[config.mk]
export PLATFORM = sky130hd
export DESIGN_NAME = mem_access_unit
export DESIGN_NICKNAME = d
export VERILOG_FILES = /design/src/rtl/mem_access_unit.sv
export SDC_FILE = /design/constraint.sdc
export NUM_CORES = 1
export LEC_CHECK = 0
export BUFFER_PORTS_ARGS = -buffer_cell sky130_fd_sc_hd__buf_2
export CORE_MARGIN = 8
export CORE_UTILIZATION = 46
export CTS_BUF_LIST = sky130_fd_sc_hd__clkbuf_16
export DETAILED_ROUTE_END_ITERATION = 6
export PLACE_DENSITY = 0.79
export SLEW_MARGIN = 20
export SYNTH_ARGS = -nofsm -noshare
export SYNTH_HDL_FRONTEND = slang
export SYNTH_SLANG_ARGS = --single-unit
[constraint.sdc]
create_clock -name clk -period 1.7 [get_ports clk]
set_input_delay 0.34 -clock clk [delete_from_list [all_inputs] [get_ports clk]]
set_output_delay 0.34 -clock clk [all_outputs]
set_load 0.02 [all_outputs]
[src/rtl/mem_access_unit.sv]
// mem_access_unit: single-port front end for the synchronous 16-bit word Memory.
// Arbitrates an instruction-fetch requester (read-only) and a data requester
// (read/write) round-robin, drives Memory din/we/addr from registers and
// captures dout one cycle after the Memory samples the address.
// Optional build macro: MEM_ACCESS_RANGE_CHECK_EN adds an address range check
// against MEM_WORDS and the range_err output.
module mem_access_unit #(
  parameter int unsigned DATA_W    = 16,
  parameter int unsigned ADDR_W    = 16,
  parameter int unsigned MEM_WORDS = 1024
) (
  input  logic              clk,
  input  logic              reset,
  input  logic              if_req,
  input  logic [ADDR_W-1:0] if_addr,
  output logic              if_ack,
  output logic [DATA_W-1:0] if_rdata,
  input  logic              d_req,
  input  logic              d_we,
  input  logic [ADDR_W-1:0] d_addr,
  input  logic [DATA_W-1:0] d_wdata,
  output logic              d_ack,
  output logic [DATA_W-1:0] d_rdata,
  output logic [ADDR_W-1:0] mem_addr,
  output logic [DATA_W-1:0] mem_din,
  output logic              mem_we,
  input  logic [DATA_W-1:0] mem_dout,
`ifdef MEM_ACCESS_RANGE_CHECK_EN
  output logic              range_err,
`endif
  output logic              busy
);

  typedef enum logic [1:0] {
    ST_IDLE    = 2'd0,
    ST_ACCESS  = 2'd1,
    ST_CAPTURE = 2'd2,
    ST_RESP    = 2'd3
  } state_t;

  // A memory size of zero or one larger than the address space is a configuration error.
  if ((MEM_WORDS == 32'd0) || ((ADDR_W < 32'd32) && (MEM_WORDS > (32'd1 << ADDR_W)))) begin : g_mem_words_bad
    $error("mem_access_unit: MEM_WORDS must be in 1 .. 2**ADDR_W");
  end

  state_t              r_state;
  state_t              w_state_nxt;
  logic                r_last_d;      // 1: last grant went to data, 0: to fetch
  logic                r_cur_d;       // current transaction belongs to data requester
  logic                r_cur_store;   // current transaction is a store
  logic [ADDR_W-1:0]   r_mem_addr;
  logic [DATA_W-1:0]   r_mem_din;
  logic                r_mem_we;
  logic                r_if_ack;
  logic                r_d_ack;
  logic [DATA_W-1:0]   r_if_rdata;
  logic [DATA_W-1:0]   r_d_rdata;
  logic                r_busy;
  logic                w_grant_d;
  logic                w_grant_if;
  logic [ADDR_W-1:0]   w_gnt_addr;
  logic [DATA_W-1:0]   w_rdata;
  logic                w_store_we;

  // On a tie the requester that did not win last time is served.
  assign w_grant_d  = d_req & (~if_req | ~r_last_d);
  assign w_grant_if = if_req & ~w_grant_d;
  assign w_gnt_addr = w_grant_d ? d_addr : if_addr;

`ifdef MEM_ACCESS_RANGE_CHECK_EN
  logic r_addr_ok;
  logic r_range_err;
  logic w_addr_ok;
  // Out-of-range addresses never reach the Memory and read back as zero.
  assign w_addr_ok  = (32'(w_gnt_addr) < MEM_WORDS);
  assign w_store_we = w_grant_d & d_we & w_addr_ok;
  assign w_rdata    = r_addr_ok ? mem_dout : {DATA_W{1'b0}};
  assign range_err  = r_range_err;
`else
  assign w_store_we = w_grant_d & d_we;
  assign w_rdata    = mem_dout;
`endif

  // FSM state register.
  always_ff @(posedge clk) begin
    if (reset) begin
      r_state <= ST_IDLE;
    end else begin
      r_state <= w_state_nxt;
    end
  end

  // FSM next-state: stores skip CAPTURE, reads wait one cycle for Memory dout.
  always_comb begin
    w_state_nxt = r_state;
    case (r_state)
      ST_IDLE: begin
        if (w_grant_d | w_grant_if) begin
          w_state_nxt = ST_ACCESS;
        end else begin
          w_state_nxt = ST_IDLE;
        end
      end
      ST_ACCESS: begin
        if (r_cur_store) begin
          w_state_nxt = ST_RESP;
        end else begin
          w_state_nxt = ST_CAPTURE;
        end
      end
      ST_CAPTURE: w_state_nxt = ST_RESP;
      ST_RESP:    w_state_nxt = ST_IDLE;
      default:    w_state_nxt = ST_IDLE;
    endcase
  end

  // Datapath: grant bookkeeping, Memory drive, read capture and ack pulses.
  always_ff @(posedge clk) begin
    if (reset) begin
      r_last_d    <= 1'b0;
      r_cur_d     <= 1'b0;
      r_cur_store <= 1'b0;
      r_mem_addr  <= {ADDR_W{1'b0}};
      r_mem_din   <= {DATA_W{1'b0}};
      r_mem_we    <= 1'b0;
      r_if_ack    <= 1'b0;
      r_d_ack     <= 1'b0;
      r_if_rdata  <= {DATA_W{1'b0}};
      r_d_rdata   <= {DATA_W{1'b0}};
`ifdef MEM_ACCESS_RANGE_CHECK_EN
      r_addr_ok   <= 1'b0;
      r_range_err <= 1'b0;
`endif
    end else begin
      case (r_state)
        ST_IDLE: begin
          if (w_grant_d | w_grant_if) begin
            r_last_d    <= w_grant_d;
            r_cur_d     <= w_grant_d;
            r_cur_store <= w_grant_d & d_we;
            r_mem_addr  <= w_gnt_addr;
            r_mem_we    <= w_store_we;
            if (w_grant_d & d_we) begin
              r_mem_din <= d_wdata;
            end
`ifdef MEM_ACCESS_RANGE_CHECK_EN
            r_addr_ok   <= w_addr_ok;
`endif
          end
        end
        ST_ACCESS: begin
          r_mem_we <= 1'b0;
          if (r_cur_store) begin
            r_d_ack <= 1'b1;
`ifdef MEM_ACCESS_RANGE_CHECK_EN
            r_range_err <= ~r_addr_ok;
`endif
          end
        end
        ST_CAPTURE: begin
          if (r_cur_d) begin
            r_d_rdata <= w_rdata;
            r_d_ack   <= 1'b1;
          end else begin
            r_if_rdata <= w_rdata;
            r_if_ack   <= 1'b1;
          end
`ifdef MEM_ACCESS_RANGE_CHECK_EN
          r_range_err <= ~r_addr_ok;
`endif
        end
        ST_RESP: begin
          r_if_ack <= 1'b0;
          r_d_ack  <= 1'b0;
`ifdef MEM_ACCESS_RANGE_CHECK_EN
          r_range_err <= 1'b0;
`endif
        end
        default: begin
          r_mem_we <= 1'b0;
          r_if_ack <= 1'b0;
          r_d_ack  <= 1'b0;
        end
      endcase
    end
  end

  // Registered busy flag tracks the state the FSM is entering.
  always_ff @(posedge clk) begin
    if (reset) begin
      r_busy <= 1'b0;
    end else begin
      r_busy <= (w_state_nxt != ST_IDLE);
    end
  end

  assign if_ack   = r_if_ack;
  assign if_rdata = r_if_rdata;
  assign d_ack    = r_d_ack;
  assign d_rdata  = r_d_rdata;
  assign mem_addr = r_mem_addr;
  assign mem_din  = r_mem_din;
  assign mem_we   = r_mem_we;
  assign busy     = r_busy;

endmodule

==> results of run 1 <==
==> cells in the mapped netlist <==
master / instances / share of area
a211o_1: 1 / 0.0030
clkbuf_1: 10 / 0.013
nor2b_2: 1 / 0.0030
dfxtp_1: 72 / 0.49
nand3_1: 1 / 0.0017
a21oi_1: 36 / 0.061
nand2_1: 98 / 0.13
a21boi_4: 1 / 0.0064
buf_6: 3 / 0.011
clkbuf_2: 1 / 0.0017
o21ai_0: 2 / 0.0034
nor4_1: 1 / 0.0021
mux2i_1: 16 / 0.054
buf_1: 2 / 0.0026
nor2b_1: 2 / 0.0043
a311oi_1: 17 / 0.051
a211oi_1: 2 / 0.0051
a21bo_1: 1 / 0.0034
o21a_1: 1 / 0.0026
buf_4: 4 / 0.010
o21ba_2: 1 / 0.0034
buf_2: 5 / 0.0085
a21oi_4: 1 / 0.0055
or2_2: 1 / 0.0021
nand2b_1: 33 / 0.070
ha_1: 4 / 0.017
nor3b_1: 1 / 0.0026
or3_1: 1 / 0.0021
and2_0: 1 / 0.0021
nor2_1: 19 / 0.024
inv_1: 5 / 0.0064
==> layer usage <==
metal	vias up	routed length, um	track usage	part of all wire
li1	1396	-	-	-
met1	1261	3080	0.183	0.39
met2	93	3890	0.299	0.50
met3	9	766	0.0702	0.098
met4	0	80	0.0679	0.010
met5	-	0	0	0
==> sequential cells by signal (all words and copies together), names as in the netlist <==
name / flops
d_rdata: 16
if_rdata: 16
mem_addr: 16
mem_din: 16
r_state: 2
busy: 1
d_ack: 1
if_ack: 1
mem_we: 1
r_cur_d: 1
r_cur_store: 1
==> area by class of cell <==
cell class	instances	area, um2
timing repair buffer	143	783
tap	77	96.3
multi-input combinational	242	1350
sequential	72	1440
inverter	5	18.8
clock buffer	9	225
fill	528	2210
clock inverter	7	159
==> repair_timing <==
item,CTS,global route
setup buffers,0,0
resized for setup,0,4
endpoints found under the setup margin,0,7
endpoints found under the hold margin,0,0
==> critical path: stages (launching register included) <==
cell      delay [ps]
dfxtp_1          360
inv_1             80
ha_1             240
nor2b_2          220
or3_1            390
a211oi_2         210
==> worst max-delay path by stage <==
stage / startpoint / endpoint / slack, ps / cells past startpoint
floorplan: r_state[0] / d_ack / 190 / 6
global placement: r_cur_d / mem_addr[1] / 210 / 3
detailed placement: r_cur_d / mem_addr[10] / 90 / 3
CTS: r_state[0] / d_ack / 90 / 5
global route: r_state[0] / d_ack / 20 / 5
finish: r_state[0] / d_ack / 120 / 5
==> through the flow <==
| stage | total power (W) | std cells |
|---|---|---|
| finish | 0.00632 | 555 |
| global route | 0.00668 | 555 |
| CTS | 0.00638 | 555 |
| detailed placement | 0.00397 | 539 |
| global placement | 0.00390 | 539 |
| floorplan | 0.00338 | 344 |
==> cells by family after synthesis <==
logic type	Yosys count	synth area share
AND/OR/NAND/NOR	159	0.240
flip-flops	72	0.490
AO/OA/AOI/OAI	63	0.145
buffers and inverters	30	0.0536
multiplexers	16	0.0545
adder cells (fa/ha/maj)	4	0.0170
==> power breakdown <==
group	internal [W]	switching, W	leakage (nW)
sequential	0.00199	0.000162	0.588
clock	0.00172	0.000676	0.191
combinational	0.000680	0.00109	1.09
total	0.00439	0.00193	1.87
==> flow_metrics.env, run 1 <==
export IMPL_chipHeight_um=95.9
export IMPL_leakage_nw=1.87
export IMPL_port_buffers=136
export IMPL_required_ps=1940
export IMPL_core_mm2=0.00628
export IMPL_ant_nets=0
export IMPL_start_util=0.468
export IMPL_final_layout_size_suffix_gt1_frac=0.347
export IMPL_grt_pass1_vias=2766
export IMPL_fin_ws_ps=118
export IMPL_rsz0062_at_grt="no"
export IMPL_rows=29
export IMPL_worst_pin_slew_ps=441
export IMPL_dieArea_mm2=0.00920
export IMPL_yosys_warnings=0
export IMPL_final_common_cell="buf_2"
export IMPL_stdcell_area_mm2=0.00407
export IMPL_post_drt_wl_per_cell_um=14.1
export IMPL_synth_seq_cells=72
export IMPL_cts_sinks=72
export IMPL_reg2regPathDepth=5
export IMPL_grt_ovfl_total=0
export IMPL_vias=2759
export IMPL_period_minus_slack_ps=1580
export IMPL_mostFrequentLayoutCells="buf_2 (136), nand2_1 (98), dfxtp_1 (72)"
export IMPL_dr_pass1_iters=4
export IMPL_clkLatencyLatePin_ps=320
export IMPL_hold_slack_ps=266
export IMPL_status="complete, no violations"
export IMPL_grt_pass1_wl_mm=12.5
export IMPL_cts_tree="done"
export IMPL_worstPathArrival_ps=1820
export IMPL_dpl_worst_slack_ps=85.7
export IMPL_synth_area_mm2=0.00294
export IMPL_crit_type="register to register"
export IMPL_drv_slew=0
export IMPL_setup_viol=0
export IMPL_reg2reg_slack_ps=120
export IMPL_die_x_um=95.9
export IMPL_clk_pin_slew_worst_paths_ps=60
export IMPL_antenna_cells=0
export IMPL_cts_htree_levels=3
export IMPL_worstHoldPathCells=3
export IMPL_wl_mm=7.82
export IMPL_gp_congestion=0.760
export IMPL_ir_drop_v=0.000776
export IMPL_cts_root_buffer="clkbuf_16"
export IMPL_hold_path_class="input pin to register"
export IMPL_fin_crit_sh=0.930
export IMPL_synthCells=344
export IMPL_drtIter0Drc=96
export IMPL_finalNetCount=546
export IMPL_fin_util=0.649
export IMPL_synth_seq_area_share=0.490
export IMPL_holdBufCountCts=0
export IMPL_drv_cap=0
export IMPL_clockBufferDepth=2
export IMPL_synth_net_count=417
export IMPL_ios=137
export IMPL_power_density_mw_per_mm2=1550
export IMPL_grt_max_degree=89
export IMPL_finalClockSkew_ps=5.15
export IMPL_track_usage=0.172
export IMPL_reg2reg_to="d_ack"
export IMPL_crit_fanout=9
export IMPL_hp_start="mem_dout[3]"
export IMPL_start_kind="register"
export IMPL_area_delta_synth_final_pct=38.5
export IMPL_cts_made_buffers=9
export IMPL_syn_avg_cell_area_um2=8.54
export IMPL_hold_viol_final=0
export IMPL_r2r_start="r_state[0]"
export IMPL_tns_ps=0
export IMPL_fmaxAchievable_mhz=632
export IMPL_place_area_mm2=0.00368
export IMPL_synth_cell_types=31
export IMPL_post_dp_hpwl_mm=5.87
export IMPL_via_per_inst=4.97
export IMPL_min_to="d_rdata[3]"
export IMPL_slew_headroom=0.705
export IMPL_worst_setup_path_end_kind="register"
export IMPL_antenna_found_initial=0
export IMPL_drc=0
No activity file was read; power rests on OpenSTA's default activity.
==> run 2: changes to the inputs <==
CORE_MARGIN = 2   (was 8)
GPL_TIMING_DRIVEN = 0   (was unset)
==> flow_metrics.env, run 2 (same netlist as run 1, synthesis figures left out) <==
export IMPL_ant_nets=0
export IMPL_antenna_cells=0
export IMPL_period_minus_slack_ps=1570
export IMPL_status="complete, no violations"
export IMPL_rsz0062_at_grt="no"
export IMPL_antenna_found_initial=0
export IMPL_grt_ovfl_total=0
export IMPL_setup_viol=0
export IMPL_clkLatencyLatePin_ps=320
export IMPL_finalNetCount=563
export IMPL_required_ps=1930
export IMPL_gp_congestion=0.804
export IMPL_grt_pass1_wl_mm=12.0
export IMPL_fin_util=0.639
export IMPL_slew_headroom=0.653
export IMPL_crit_fanout=10
export IMPL_ir_drop_v=0.000909
export IMPL_clk_pin_slew_worst_paths_ps=50
export IMPL_worst_setup_path_end_kind="register"
export IMPL_wl_mm=7.10
export IMPL_drtIter0Drc=118
export IMPL_ios=137
export IMPL_dr_pass1_iters=4
export IMPL_worstPathArrival_ps=1800
export IMPL_fin_crit_sh=0.922
export IMPL_stdcell_count=572
export IMPL_drv_cap=0
export IMPL_via_per_inst=4.93
export IMPL_chipHeight_um=83.9
export IMPL_area_delta_synth_final_pct=36.4
export IMPL_grt_pass1_vias=2728
export IMPL_cts_made_buffers=9
export IMPL_crit_type="register to register"
export IMPL_cts_tree="done"
export IMPL_hold_path_class="input pin to register"
export IMPL_leakage_nw=1.86
export IMPL_rows=29
export IMPL_vias=2819
export IMPL_cts_htree_levels=3
export IMPL_dieArea_mm2=0.00704
export IMPL_clockBufferDepth=2
export IMPL_fin_ws_ps=132
export IMPL_final_layout_size_suffix_gt1_frac=0.345
export IMPL_post_dp_hpwl_mm=5.38
export IMPL_die_x_um=83.9
export IMPL_drv_slew=0
export IMPL_port_buffers=135
export IMPL_final_common_cell="buf_2"
export IMPL_track_usage=0.208
export IMPL_finalClockSkew_ps=5.12
export IMPL_dpl_cell_count=556
export IMPL_cts_sinks=72
export IMPL_cts_root_buffer="clkbuf_16"
export IMPL_grt_max_degree=17
export IMPL_drc=0
export IMPL_core_mm2=0.00628
export IMPL_hold_viol_final=0
export IMPL_dpl_worst_slack_ps=-7.34
export IMPL_start_util=0.468
export IMPL_mostFrequentLayoutCells="buf_2 (139), nand2_1 (98), dfxtp_1 (72)"
export IMPL_post_drt_wl_per_cell_um=12.4
export IMPL_fmaxAchievable_mhz=638
export IMPL_worst_pin_slew_ps=519
export IMPL_hold_slack_ps=269
export IMPL_power_density_mw_per_mm2=1420
export IMPL_start_kind="register"
## run 2: cell count changes in the layout (fill, tap and decap cells not counted), sizes merged
| cell | previous run | this run |
|---|---|---|
| buf | 143 | 149 |
| bufinv | 5 | 1 |
| clkbuf | 9 | 20 |
| clkinv | 1 | 4 |
| inv | 6 | 7 |
## run 2: through the flow
stage / TNS [ps] / total power (W) / area [um2]
2_1_floorplan: 0 / 0.00338 / 2940
3_3_place_gp: 0 / 0.00390 / 3710
3_5_place_dp: -7.34 / 0.00395 / 3710
4_1_cts: 0 / 0.00572 / 4000
5_1_grt: 0 / 0.00603 / 4010
6_report: 0 / 0.00569 / 4010
## run 2: power by group
group	switching (W)	internal, W
Sequential	0.000146	0.00199
Combinational	0.00110	0.000689
Clock	0.000648	0.00111
Total	0.00190	0.00379
## run 2: layout make-up
| class | count | area [um2] |
|---|---|---|
| well taps | 77 | 96.3 |
| multi-input cells | 242 | 1350 |
| clock inverters | 7 | 55.1 |
| clock buffers | 9 | 225 |
| plain buffers | 24 | 140 |
| fillers | 571 | 2270 |
| inverters | 5 | 18.8 |
| repair buffers | 136 | 683 |
| flip-flops and latches | 72 | 1440 |
## run 2: path summary, 6_finish.rpt
kind	cells after the start	startpoint	end	slack (ps)
min reg2reg	2	if_rdata[10]	if_rdata[10]	450
max	6	r_state[0]	d_ack	130
min	3	mem_dout[1]	if_rdata[1]	270
max reg2reg	6	r_state[0]	d_ack	130
## run 2: what timing repair did
item | in CTS | in global routing
buffers inserted | 1 | 0
endpoints found under the setup margin | 3 | 24
gates resized for setup | 0 | 8
hold buffers | 0 | 0
## run 2: metal layers
layer	vias to the layer above	part of all wire	track usage	wire length, um
met4	0	0.017	0.0792	123
met5	-	0	0	0
li1	1436	-	-	-
met2	102	0.49	0.359	3460
met3	17	0.073	0.0564	515
met1	1264	0.42	0.246	3010
## run 2: worst max-delay path, stage by stage, from the launching register on
cell and delay (ps):
dfxtp_1 360, inv_1 80, ha_2 210, nor2b_2 160, buf_6 130, or3_1 340
a211oi_1 210
==> run 3: changes to the inputs <==
CORE_UTILIZATION = 48   (was 46)
CTS_BUF_LIST = sky130_fd_sc_hd__clkbuf_4   (was sky130_fd_sc_hd__clkbuf_16)
GPL_TIMING_DRIVEN = unset   (was 0)
PLACE_DENSITY = 0.82   (was 0.79)
==> flow_metrics.env, run 3 (same netlist as run 1, synthesis figures left out) <==
export IMPL_status="complete, no violations"
export IMPL_power_density_mw_per_mm2=1320
export IMPL_setup_viol=0
export IMPL_start_util=0.496
export IMPL_fin_ws_ps=166
export IMPL_nFillCells=537
export IMPL_r2r_start="r_state[0]"
export IMPL_antenna_cells=0
export IMPL_port_buffers=136
export IMPL_fmaxAchievable_mhz=652
export IMPL_startpoint="r_state[0]"
export IMPL_worstPathArrival_ps=1890
export IMPL_dpl_worst_slack_ps=98.4
export IMPL_ir_drop_v=0.000760
export IMPL_intPower_w=0.00326
export IMPL_grt_ovfl_total=0
export IMPL_holdBufCountCts=0
export IMPL_vias=2765
export IMPL_finalClockSkew_ps=15.2
export IMPL_drv_cap=0
export IMPL_switchingPower_w=0.00183
export IMPL_drtIter0Drc=87
export IMPL_track_usage=0.205
export IMPL_dieArea_mm2=0.00677
export IMPL_rsz0062_at_grt="no"
export IMPL_finalNetCount=549
export IMPL_final_common_cell="buf_2"
export IMPL_reg2reg_slack_ps=170
export IMPL_clkPwrFrac=0.236
export IMPL_final_layout_size_suffix_gt1_frac=0.347
export IMPL_drc=0
export IMPL_post_cts_buffers=0
export IMPL_seqPwrFrac=0.422
export IMPL_area_delta_synth_final_pct=31.1
export IMPL_period_minus_slack_ps=1530
export IMPL_ant_nets=0
export IMPL_ios=137
export IMPL_start_kind="register"
export IMPL_antenna_found_initial=0
export IMPL_required_ps=2050
export IMPL_leakage_nw=1.76
export IMPL_worst_pin_slew_ps=451
export IMPL_grt_pass1_wl_mm=10.6
export IMPL_mostFrequentLayoutCells="buf_2 (136), nand2_1 (98), dfxtp_1 (72)"
export IMPL_p_comb_frac=0.342
export IMPL_gp_congestion=0.751
export IMPL_slew_headroom=0.699
export IMPL_post_drt_wl_per_cell_um=12.3
export IMPL_drv_slew=0
export IMPL_reg2reg_to="d_rdata[5]"
export IMPL_hold_path_class="input pin to register"
export IMPL_cts_sinks=72
export IMPL_hold_viol_final=0
export IMPL_wl_mm=6.83
export IMPL_reg2regPathDepth=6
export IMPL_tns_ps=0
export IMPL_core_mm2=0.00592
export IMPL_cts_made_buffers=9
export IMPL_post_dp_hpwl_mm=5.01
export IMPL_grt_pass1_vias=2513
export IMPL_rows=28
export IMPL_cts_resized=0
export IMPL_cts_tree="done"
export IMPL_clk_pin_slew_worst_paths_ps=130
export IMPL_fin_crit_sh=0.902
export IMPL_via_per_inst=4.97
export IMPL_netSwitchingFraction=0.359
export IMPL_worst_setup_path_end_kind="register"
export IMPL_chipHeight_um=82.3
export IMPL_crit_fanout=10
export IMPL_cts_htree_levels=3
export IMPL_cts_root_buffer="clkbuf_4"
export IMPL_crit_type="register to register"
export IMPL_dr_pass1_iters=4
export IMPL_clkLatencyLatePin_ps=410
export IMPL_die_x_um=82.3
export IMPL_clockBufferDepth=2
export IMPL_grt_max_degree=37
export IMPL_cp_endpoint="d_rdata[5]"
## run 3: cell types whose count changed in the layout (fill, tap and decap cells not counted), sizes merged
cell      previous run  this run
clkinv               4         1
clkinvlp             0         3
clkbuf              20         9
bufinv               1         2
inv                  7         6
buf                149       146
## run 3: how the worst min path moves through the flow
stage	to	cells past startpoint	slack [ps]	from
2_1_floorplan	if_rdata[10]	2	480	mem_dout[10]
3_3_place_gp	if_rdata[13]	2	440	if_rdata[13]
3_5_place_dp	d_rdata[13]	2	450	d_rdata[13]
4_1_cts	if_rdata[1]	3	140	mem_dout[1]
5_1_grt	if_rdata[1]	3	130	mem_dout[1]
6_report	if_rdata[1]	3	160	mem_dout[1]
## run 3: layout make-up
cell class / count / area (um2) / share of cell area
clock buffers: 9 / 67.6 / 0.0175
well taps: 75 / 93.8 / 0.0244
flip-flops and latches: 72 / 1440 / 0.374
repair buffers: 146 / 793 / 0.206
inverters: 5 / 18.8 / 0.00487
multi-input cells: 242 / 1340 / 0.348
clock inverters: 7 / 95.1 / 0.0247
## run 3: power by group through the flow
stage,combinational [W],sequential (W),clock (W)
2_1_floorplan,0.000875,0.00250,0
3_3_place_gp,0.00171,0.00217,0
3_5_place_dp,0.00175,0.00218,0
4_1_cts,0.00176,0.00215,0.00123
5_1_grt,0.00192,0.00219,0.00131
6_report,0.00174,0.00215,0.00120
## run 3: layer usage
layer	GRT usage	wire [um]	vias to the layer above
met2	0.368	3340	117
met5	0	0	-
li1	-	-	1402
met1	0.218	2770	1233
met3	0.0554	603	13
met4	0.103	114	0
## run 3: worst max-delay path, stage by stage (launching register included)
cell     delay (ps)
dfxtp_1         340
inv_1            90
ha_1            230
and2_0          380
buf_4           250
nand2_1          60
a21oi_1         130
## run 3: through the flow
| stage | instance area [um2] | std cells | hold WS, ps | total power (W) | util |
|---|---|---|---|---|---|
| 2_1_floorplan | 2940 | 344 | 476 | 0.00338 | - |
| 3_3_place_gp | 3690 | 540 | 439 | 0.00388 | 0.623 |
| 3_5_place_dp | 3690 | 540 | 446 | 0.00393 | 0.623 |
| 4_1_cts | 3850 | 556 | 141 | 0.00514 | 0.650 |
| 5_1_grt | 3850 | 556 | 133 | 0.00542 | 0.651 |
| 6_report | 3850 | 556 | 162 | 0.00509 | 0.651 |
